<file path="config.mk">
export PLATFORM = sky130hd
export DESIGN_NAME = pipe_arith_unit
export DESIGN_NICKNAME = d
export VERILOG_FILES = /design/src/rtl/pipe_arith_pkg.sv /design/src/rtl/pipe_stage.sv /design/src/rtl/pipe_arith_unit.sv
export SDC_FILE = /design/constraint.sdc
export NUM_CORES = 1
export LEC_CHECK = 0
export CORE_AREA = 10 10 112 114
export DETAILED_ROUTE_END_ITERATION = 10
export DIE_AREA = 0 0 122 124
export PLACE_DENSITY_LB_ADDON = 0.05
export SETUP_SLACK_MARGIN = 0.5
export SLEW_MARGIN = 40
export SYNTH_ARGS = -nofsm -noshare
export SYNTH_HDL_FRONTEND = slang
export SYNTH_HIERARCHICAL = 1
export SYNTH_SLANG_ARGS = --single-unit
</file>
<file path="constraint.sdc">
create_clock -name clk -period 3.59 [get_ports clk]
set_input_delay 1.077 -clock clk [delete_from_list [all_inputs] [get_ports clk]]
set_output_delay 1.077 -clock clk [all_outputs]
set_load 0.1 [all_outputs]
</file>
<file path="src/rtl/pipe_arith_pkg.sv">
// Shared types and the operand arithmetic for the pipelined arithmetic unit.
// arith_compute works at MAX_WIDTH bits and masks down to the caller's width.
package pipe_arith_pkg;

    typedef enum logic [1:0] {
        OP_ADD = 2'b00,
        OP_SUB = 2'b01,
        OP_ACC = 2'b10,
        OP_CLR = 2'b11
    } op_e;

    localparam int MAX_WIDTH = 64;

    typedef struct packed {
        logic                 ovf;
        logic [MAX_WIDTH-1:0] result;
        logic [MAX_WIDTH-1:0] acc_next;
    } arith_res_t;

    // ACC reuses the ADD datapath with the accumulator standing in for b.
    function automatic arith_res_t arith_compute(
        input logic [MAX_WIDTH-1:0] a,
        input logic [MAX_WIDTH-1:0] b,
        input logic [MAX_WIDTH-1:0] acc,
        input op_e                  op,
        input logic                 saturate,
        input int                   width
    );
        arith_res_t           r;
        logic [MAX_WIDTH:0]   sum;
        logic [MAX_WIDTH:0]   carry;
        logic [MAX_WIDTH-1:0] ones;
        logic [MAX_WIDTH-1:0] addend;

        ones     = '1;
        ones     = ones >> (MAX_WIDTH - width);
        r.ovf    = 1'b0;
        r.result = '0;
        r.acc_next = acc;
        addend   = (op == OP_ACC) ? acc : b;
        sum      = {1'b0, a & ones} + {1'b0, addend & ones};
        carry    = sum >> width;

        case (op)
            OP_ADD, OP_ACC: begin
                r.ovf    = carry[0];
                r.result = sum[MAX_WIDTH-1:0] & ones;
                if (saturate && r.ovf) begin
                    r.result = ones;
                end
                if (op == OP_ACC) begin
                    r.acc_next = r.result;
                end
            end
            OP_SUB: begin
                r.ovf    = (a & ones) < (b & ones);
                r.result = (a - b) & ones;
                if (saturate && r.ovf) begin
                    r.result = '0;
                end
            end
            default: begin
                r.acc_next = '0;
            end
        endcase
        return r;
    endfunction

endpackage

</file>
<file path="src/rtl/pipe_stage.sv">
// One register stage of the result pipeline: a valid bit plus {data, ovf}.
// Loads whenever it is empty or its successor is taking the current beat.
module pipe_stage #(
    parameter int WIDTH = 8
) (
    input  logic             clk,
    input  logic             rst,
    input  logic             ena,
    input  logic             in_valid,
    output logic             in_ready,
    input  logic [WIDTH-1:0] in_data,
    input  logic             in_ovf,
    output logic             out_valid,
    input  logic             out_ready,
    output logic [WIDTH-1:0] out_data,
    output logic             out_ovf
);

    logic             valid_q;
    logic [WIDTH-1:0] data_q;
    logic             ovf_q;

    assign in_ready  = ena && (!valid_q || out_ready);
    assign out_valid = valid_q;
    assign out_data  = data_q;
    assign out_ovf   = ovf_q;

    // Payload is only overwritten by a real beat so a bubble keeps the last result visible.
    always_ff @(posedge clk or posedge rst) begin
        if (rst) begin
            valid_q <= 1'b0;
            data_q  <= '0;
            ovf_q   <= 1'b0;
        end else if (in_ready) begin
            valid_q <= in_valid;
            if (in_valid) begin
                data_q <= in_data;
                ovf_q  <= in_ovf;
            end
        end
    end

endmodule

</file>
<file path="src/rtl/pipe_arith_unit.sv">
// Pipelined add/sub/accumulate unit with valid/ready on both sides and a global freeze.
// The accumulator lives here and advances only on an accepted beat.
module pipe_arith_unit
    import pipe_arith_pkg::*;
#(
    parameter int WIDTH    = 8,
    parameter int DEPTH    = 3,
    parameter bit SATURATE = 1'b0
) (
    input  logic             clk,
    input  logic             rst,
    input  logic             ena,
    input  logic             in_valid,
    output logic             in_ready,
    input  logic [WIDTH-1:0] a,
    input  logic [WIDTH-1:0] b,
    input  logic [1:0]       op,
    output logic             out_valid,
    input  logic             out_ready,
    output logic [WIDTH-1:0] dout,
    output logic             ovf
);

    logic [WIDTH-1:0] acc_q;
    logic [WIDTH-1:0] calc_data;
    logic [WIDTH-1:0] acc_next;
    logic             calc_ovf;
    logic             accept;
    arith_res_t       res;

    always_comb begin
        res       = arith_compute(MAX_WIDTH'(a), MAX_WIDTH'(b), MAX_WIDTH'(acc_q),
                                  op_e'(op), SATURATE, WIDTH);
        calc_data = res.result[WIDTH-1:0];
        acc_next  = res.acc_next[WIDTH-1:0];
        calc_ovf  = res.ovf;
    end

    if (WIDTH < MAX_WIDTH) begin : g_unused
        logic unused_hi;
        assign unused_hi = ^{res.result[MAX_WIDTH-1:WIDTH], res.acc_next[MAX_WIDTH-1:WIDTH]};
    end

    assign in_ready = !rst && g_stage[0].up_ready;
    assign accept   = in_valid && in_ready;

    always_ff @(posedge clk or posedge rst) begin
        if (rst) begin
            acc_q <= '0;
        end else if (accept) begin
            acc_q <= acc_next;
        end
    end

    // Per-stage nets keep the ready chain in separate signals rather than one self-referencing vector.
    for (genvar i = 0; i < DEPTH; i++) begin : g_stage
        logic             up_valid;
        logic             up_ready;
        logic [WIDTH-1:0] up_data;
        logic             up_ovf;
        logic             dn_valid;
        logic             dn_ready;
        logic [WIDTH-1:0] dn_data;
        logic             dn_ovf;

        if (i == 0) begin : g_head
            assign up_valid = accept;
            assign up_data  = calc_data;
            assign up_ovf   = calc_ovf;
        end else begin : g_link
            assign up_valid = g_stage[i-1].dn_valid;
            assign up_data  = g_stage[i-1].dn_data;
            assign up_ovf   = g_stage[i-1].dn_ovf;
        end

        if (i == DEPTH - 1) begin : g_tail
            assign dn_ready = out_ready;
        end else begin : g_next
            assign dn_ready = g_stage[i+1].up_ready;
        end

        pipe_stage #(
            .WIDTH(WIDTH)
        ) u_stage (
            .clk       (clk),
            .rst       (rst),
            .ena       (ena),
            .in_valid  (up_valid),
            .in_ready  (up_ready),
            .in_data   (up_data),
            .in_ovf    (up_ovf),
            .out_valid (dn_valid),
            .out_ready (dn_ready),
            .out_data  (dn_data),
            .out_ovf   (dn_ovf)
        );
    end

    assign out_valid = ena && g_stage[DEPTH-1].dn_valid;
    assign dout      = g_stage[DEPTH-1].dn_data;
    assign ovf       = g_stage[DEPTH-1].dn_ovf;

endmodule
</file>
Word level (Yosys, flattened, before mapping):

Cells that the tools add are included.
Widths: inputs -> output; s select.

* flip-flop bits (word level): 38
* latch bits: 0
* bits in writable memories: 0
* bits in read-only memories: 0
* input port bits: 23
* output and inout bits: 11
* logic and storage cells: 40
* memories kept: 0

* $add $sub $neg: 2
* $mul: 0
* divide/modulo/power cells: 0
* $lt $le $gt $ge: 1
* eq/ne operators: 3
* shifts and indexed selects: 0
* muxes and demuxes: 4
* bitwise gates (word level): 1
* reductions and logical operators: 19

Operator list (number)
* $pmux 65 s2: 1
* $mux 8: 2
* $pmux 8 s2: 1
* $add 8x8->9: 1
* $lt 8x8->1: 1
* $sub 8x8->8: 1
* $logic_and 1x1->1: 6
* $reduce_and 2->1: 3
* $logic_not 1->1: 4
* $logic_or 1x1->1: 3
* $reduce_and 3->1: 1
* $eq 2x1->1 const B: 1
* $eq 2x2->1 const B: 1
* $logic_not 2->1: 1
* $ne 2x2->1 const B: 1
* $reduce_or 2->1: 1
* $not 1->1: 1

Longest topological paths before layout:

Gate-level depths: netlist (run 1).

* word-level depth: 10
* depth in mapped cells: 12
* gate-level depth less buffers: 11

By module:

Netlist (run 1), hierarchy kept.

By module, submodules not included
* pipe_stage: instances 3, cells each 26, area an instance 432.9 µm², seq. area each 250.2 µm²
* pipe_arith_unit: instances 1, cells each 153, area an instance 1222.4 µm², seq. area each 200.2 µm²

Worst setup path after synthesis (run 1):

OpenSTA, ideal clock, no wires.

* path type: input to output
* start: in out_ready
* end: out in_ready
* arrival time: 2.580 ns
* data required time: 2.513 ns
* slack: -0.067 ns
* cell stages on the path: 7
* buffers on the path: 0
* path through: nand2b_1 -> and2_2 -> nand2b_1 -> and2_2 -> nand2b_1 -> and2_2 -> nor2b_2

* longest elaborated chain between the ends: 7

RTL lines
* from (decl): line pipe_arith_unit.sv:19 `input logic out_ready,`
* $logic_or 1x1->1: line pipe_stage.sv:23 `assign in_ready = ena && (!valid_q || out_ready);`
* $logic_and 1x1->1: line pipe_stage.sv:23
* named net g_stage[1].dn_ready: line pipe_arith_unit.sv:62 `logic dn_ready;`
* $logic_or 1x1->1: line pipe_stage.sv:23
* $logic_and 1x1->1: line pipe_stage.sv:23
* named net g_stage[0].dn_ready: line pipe_arith_unit.sv:62
* $logic_or 1x1->1: line pipe_stage.sv:23
* $logic_and 1x1->1: line pipe_stage.sv:23
* named net g_stage[0].up_ready: line pipe_arith_unit.sv:58 `logic up_ready;`
* $logic_and 1x1->1: line pipe_arith_unit.sv:44 `assign in_ready = !rst && g_stage[0].up_ready;`
* to (decl): line pipe_arith_unit.sv:14 `output logic in_ready,`

The timed path passes the listed nets, and every way through them passes these cells.

Worst setup path in the final report (run 1):

Ends and elaborated chain as after synthesis.

==> impl_metrics.toml, run 1 <==
[setup_path]
start_kind = "input port"
crit_fanout = 2
crit_path_end_kind = "primary output"
slowest_delay_ns = 0.17
slowest_stage = "buf_12"
worstPathCellList = "buf_6 > nand2b_4 > and2_4 > nand2b_4 > and2_4 > nand2b_4 > and2_4 > nor2b_4 > buf_12"
critical-path-top-delay-family = "simple AND/OR/NAND/NOR gates"
required_ns = 2.51
crit_type = "in2out"
crit_arrival_ns = 2.25
crit_buf_inv = 2

[global_route]
antenna_found_initial = 0
overflow = 0
grt_pass1_wl_mm = 10.0
grt_max_degree = 17
grt_usage = 0.0837
grt_pass1_vias = 1916

[routing]
wirelength_mm = 5.90
via_count = 1822
final_antenna_net_count = 0
drc = 0
drtIter0Drc = 75
avgViaCountPerCell = 4.24
dr.pass1.iters = 5
wire_per_inst_microns = 13.7

[floorplan]
io_pins = 34
die_area_sq_um = 15100
die_w_microns = 122
initial_core_util = 0.246
placementRows = 37
die_y_microns = 124
core_area_sq_um = 10200

[finish]
area_growth_syn_to_layout_pct = 43.5
seq_area_sq_um = 951
final_common_cell = "dfrtp_1"
antenna_cells = 0
drive_above_1_share = 0.432
nFillCells = 1026
multi_input_area_sq_um = 1720
mostFrequentLayoutCells = "38 x dfrtp_1, 35 x buf_4, 33 x mux2_4"
fin_nets = 335

[sta]
tightest_slew_ns = 0.563
period_minus_slack_ns = 3.32
max_freq_mhz = 301
setup_viol = 0
relSlewSlack = 0.625
finalHoldViolCount = 0
period_share = 0.926
drv_slew = 0
tns_ns = 0
whs_ns = 0.494
rsz0062_at_grt = "true"
layout_setup_ws_ns = 0.267
clock_skew_ns = 0.00881

[power_and_ir_drop]
p_comb_frac = 0.510
ir_drop_mv = 0.340
power-per-cell-area_nw_per_um2 = 600
internal_power_mw = 1.29
p_sw_mw = 0.877
swShare = 0.404
clkPwrFrac = 0.165
pwr-share-seq = 0.325
power_mw = 2.17
leakage_nw = 1.70

[yosys]
synth.distinct_cells = 44
synth_edf_count = 0
ys_seq_area_frac = 0.377
async_flop_share = 1.00
syn-num-nets = 273
synth_seq_cells = 38
yosysWarnings = 6
synth_ff_type = "dfrtp_1"
syn_area_sq_um = 2520
synthCells = 231
syn_area_per_cell_sq_um = 10.9

[clocking]
cts_made_buffers = 5
clock-root-buffer = "clkbuf_8"
cts_sinks = 38
cts_tree = "done"
h-tree-depth = 2
clock_path_buffers = 2
clkTransAtPathRegs_ns = 0.08
cts_hold_buffers = 0
insertion_delay_ns = 0.29

[place]
port_buffers = 33
gp_congestion = 0.740
preCtsSetupSlack_ns = -0.343
post-dp-hpwl_mm = 4.87

[worst_hold_path]
hold_class = "reg2reg"

[run_status]
status = "complete, no violations"

[run]
cap_violations = 0
-- cells by family after synthesis --
| group | Yosys count | share of synthesized area |
|---|---|---|
| AOI/OAI and AO/OA | 45 | 0.122 |
| xor gates and xnor gates | 6 | 0.0208 |
| adders and majority gates | 19 | 0.100 |
| buffers and inverters | 28 | 0.0516 |
| DFF | 38 | 0.377 |
| muxes | 38 | 0.208 |
| and+or+nand+nor | 57 | 0.120 |
-- final timing paths --
path,slack [ns],start,endpoint,cells after the start
worst max-delay path,0.27,out_ready,in_ready,9
worst min-delay path,0.49,acc_q[6]$_DFFE_PP0P_,acc_q[6]$_DFFE_PP0P_,2
worst max register to register,1.22,acc_q[0]$_DFFE_PP0P_,g_stage[0].u_stage/out_data[6]$_DFFE_PP0P_,10
worst min register to register,0.49,acc_q[6]$_DFFE_PP0P_,acc_q[6]$_DFFE_PP0P_,2
max in group asynchronous,2.06,rst,g_stage[2].u_stage/out_data[2]$_DFFE_PP0P_,2
min in group asynchronous,1.25,rst,acc_q[0]$_DFFE_PP0P_,2
-- stage by stage --
stage | cell area, sq um | instances | utilization
after floorplan | 2550 | 231 | -
after global routing | 3620 | 430 | 0.354
final | 3620 | 430 | 0.354
after global placement | 3190 | 414 | 0.311
after detailed placement | 3190 | 414 | 0.311
after CTS | 3530 | 428 | 0.345
-- power by group through the flow --
stage / Sequential, mW / Clock [mW] / Combinational (mW)
5_1_grt: 0.729 / 0.391 / 1.18
6_report: 0.705 / 0.358 / 1.11
3_5_place_dp: 0.712 / 0 / 1.03
4_1_cts: 0.710 / 0.371 / 1.10
2_1_floorplan: 1.00 / 0 / 0.473
3_3_place_gp: 0.710 / 0 / 1.03
-- state kept, by name, summed over array words and instances (netlist names) --
| name | cells |
|---|---|
| acc_q | 8 |
| g_stage.u_stage/out_data | 24 |
| g_stage.u_stage/out_ovf | 3 |
| g_stage.u_stage/out_valid | 3 |
-- cell usage after synthesis (4+ instances only) --
cell type	n	area (sq um)
dfrtp_1	38	951
o21ai_0	11	55.1
nand2b_1	12	75.1
a22o_1	4	35.0
inv_1	21	78.8
and3_1	4	25.0
a21oi_1	7	35.0
ha_1	17	213
nand2_1	17	63.8
mux2_4	27	405
a21o_1	4	30.0
nor2_1	9	33.8
mux2_2	8	90.1
-- layer usage --
metal / track usage / vias up / part of all wire
li1: - / 935 / -
met1: 0.104 / 855 / 0.47
met2: 0.139 / 28 / 0.48
met3: 0.0253 / 4 / 0.049
met4: 0.0201 / 0 / 0.010
met5: 0 / - / 0
-- layout make-up --
class / instances / share of cell area
Sequential cell: 38 / 0.263
Tap cell: 136 / 0.0470
Clock buffer: 5 / 0.0190
Multi-Input combinational cell: 165 / 0.476
Timing Repair Buffer: 62 / 0.162
Clock inverter: 3 / 0.0111
Inverter: 21 / 0.0218
-- worst register-to-register path, stage by stage, from the launching register on --
cell	delay, ns
dfrtp_1	0.39
mux2_4	0.28
ha_4	0.17
inv_2	0.06
fa_2	0.21
inv_2	0.03
a21o_1	0.19
a221oi_4	0.31
mux2i_1	0.25
o21ai_1	0.10
mux2_4	0.27
-- repair_timing --
action	in CTS	in global routing
resized for setup	48	16
gates cloned	0	0
buffers inserted	6	2
pin swaps	18	10
endpoints found under the setup margin	19	6
Note: power is estimated with default switching activity, not from simulation.
==> run 2, diff against run 1 <==
Settings changed: CORE_AREA 10 10 112 114 to 10 10 110 112, DIE_AREA 0 0 122 124 to 0 0 120 122, SYNTH_HIERARCHICAL 1 to unset.
==> run 2 against run 1 <==
Critical path depth shrank 5. Cell count shrank 0.23%. Clock skew shrank 0.0019 ns. Non-clock buffer count shrank 6. Clock-buffer cell count is the same. Critical path type unchanged. Global-route usage grew 0.70 points. Register-to-register slack gained 0.31 ns. Worst setup slack gained 0.31 ns. Sequential cell count is the same. Sequential share of layout area grew 3.3 points. Hold slack lost 0.0037 ns. Via count grew 2.8%.
==> impl_metrics.toml, run 2 <==
[run_status]
status = "complete, no violations"

[global_route]
use_met1 = 0.122
overflow = 0
antenna_found_initial = 0
met3_usage = 0.0217
grt_usage = 0.0908
grt_max_degree = 39
grt_use_met2 = 0.143
grt_pass1_wl_mm = 10.7
grt_pass1_vias = 2025
grt_busiest_layer = "met2"

[yosys]
synthTopCellsByArea = "dfrtp_1 39%, mux2_2 13%, ha_1 8.8%"
synth.distinct_cells = 49
synth_top_area_share = 0.393
syn_area_per_cell_sq_um = 10.2
ys_seq_area_frac = 0.393
async_flop_share = 1.00
syn_area_sq_um = 2420
synth_common_cells = "38 x dfrtp_1, 28 x mux2_2, 20 x inv_1"
yosysWarnings = 0
synth_edf_count = 0
synth.most_common_cell = "dfrtp_1"
synthCells = 236
yosysTopAreaCell = "dfrtp_1"
syn-num-nets = 278
synth_seq_cells = 38
synth_ff_type = "dfrtp_1"

[run]
cap_violations = 0

[routing]
wirelength_mm = 6.21
drc = 0
via_count = 1873
final_antenna_net_count = 0
drtIter0Drc = 91
dr.pass1.iters = 4
wire_per_inst_microns = 14.5
avgViaCountPerCell = 4.37

[sta]
finalHoldViolCount = 0
period_share = 0.840
relSlewSlack = 0.654
clock_skew_ns = 0.00692
rsz0062_at_grt = "false"
layout_setup_ws_ns = 0.575
tightest_slew_ns = 0.519
setup_viol = 0
period_minus_slack_ns = 3.02
drv_slew = 0
tns_ns = 0
whs_ns = 0.490
max_freq_mhz = 332

[floorplan]
die_y_microns = 122
core_area_sq_um = 10000
placementRows = 37
initial_core_util = 0.241
die_w_microns = 120
io_pins = 34
die_area_sq_um = 14600

[finish]
fin_nets = 335
drive_above_1_share = 0.341
mostFrequentLayoutCells = "38 x dfrtp_1, 32 x buf_4, 28 x mux2_2"
nFillCells = 1048
final_cells = 429
final_design_area_no_fill_sq_um = 3210
area_growth_syn_to_layout_pct = 32.9
largest_reg_flops = 24
final_common_cell = "dfrtp_1"
antenna_cells = 0

[clocking]
insertion_delay_ns = 0.29
cts_sinks = 38
cts_tree = "done"
clkTransAtPathRegs_ns = 0.07
cts_hold_buffers = 0
clock_path_buffers = 2
h-tree-depth = 2
clock-root-buffer = "clkbuf_8"
cts_made_buffers = 5

[setup_path]
start_kind = "input port"
required_ns = 2.51
crit_path_end_kind = "primary output"
crit_fanout = 3
r2r_slack_ns = 1.53
reg2regPathDepth = 8
crit_arrival_ns = 1.94
crit_start = "ena"
crit_end = "in_ready"
rr_endpoint = "acc_q[5]$_DFFE_PP0P_"
r2r-start = "acc_q[2]$_DFFE_PP0P_"
crit_type = "in2out"

[power_and_ir_drop]
power-per-cell-area_nw_per_um2 = 570
ir_drop_mv = 0.260
leakage_nw = 1.45

[place]
preCtsSetupSlack_ns = -0.194
place_area_sq_um = 3060
gp_congestion = 0.742
placedCellCount = 419
port_buffers = 33
post-dp-hpwl_mm = 4.93

[worst_hold_path]
hold_class = "reg2reg"
==> run 2: what timing repair did <==
action / in CTS / in global routing
setup endpoints to repair: 12 / 10
setup buffers: 1 / 2
pin swaps: 3 / 6
gates resized for setup: 8 / 17
cloned: 0 / 0
==> run 2: logic make-up (layout without fill, tap and decap cells) <==
family,after synthesis,count (layout),share of synthesized area
buffers and inverters,26,83,0.0471
xor gates and xnor gates,5,5,0.0181
muxes,31,31,0.147
and+or+nand+nor,66,66,0.140
AOI/OAI and AO/OA,51,51,0.150
DFF,38,38,0.393
adders and majority gates,19,19,0.104
==> run 2: power breakdown <==
part | total (mW) | internal (mW) | switching [mW]
logic | 0.901 | 0.311 | 0.590
clock network | 0.286 | 0.131 | 0.156
registers | 0.643 | 0.565 | 0.0779
==> run 2: cell type report <==
cell class                 instances  area (sq um)  share of cell area
clock inverter                     2          10.0             0.00312
clock buffer                       5          68.8              0.0214
timing repair buffer              56           489               0.152
inverter                          20          81.3              0.0253
sequential                        38           951               0.296
tap                              136           170              0.0530
multi-input combinational        172          1440               0.449
==> run 2: worst min-delay path by stage <==
stage	startpoint	to	depth (start not counted)
floorplan	acc_q[3]$_DFFE_PP0P_	acc_q[3]$_DFFE_PP0P_	2
global placement	g_stage[0].u_stage.out_data[4]$_DFFE_PP0P_	g_stage[0].u_stage.out_data[4]$_DFFE_PP0P_	2
detailed placement	acc_q[7]$_DFFE_PP0P_	acc_q[7]$_DFFE_PP0P_	2
CTS	g_stage[0].u_stage.out_data[3]$_DFFE_PP0P_	g_stage[0].u_stage.out_data[3]$_DFFE_PP0P_	2
global route	g_stage[0].u_stage.out_data[1]$_DFFE_PP0P_	g_stage[0].u_stage.out_data[1]$_DFFE_PP0P_	2
finish	g_stage[0].u_stage.out_data[3]$_DFFE_PP0P_	g_stage[0].u_stage.out_data[3]$_DFFE_PP0P_	2
==> run 2: routing by layer <==
layer	routed length [microns]	up-vias
met1	3100	879
met5	0	-
li1	-	961
met3	226	5
met2	2800	28
met4	78	0
==> run 2: metrics by stage <==
step | utilization | total power [mW]
2_1_floorplan | - | 1.31
3_3_place_gp | 0.304 | 1.55
3_5_place_dp | 0.304 | 1.54
4_1_cts | 0.314 | 1.85
5_1_grt | 0.320 | 1.95
6_report | 0.320 | 1.83
==> run 2: worst max-delay path, stage by stage <==
cell           delay, ns
dlygate4sd2_1       0.26
inv_4               0.06
a311oi_4            0.32
buf_12              0.22
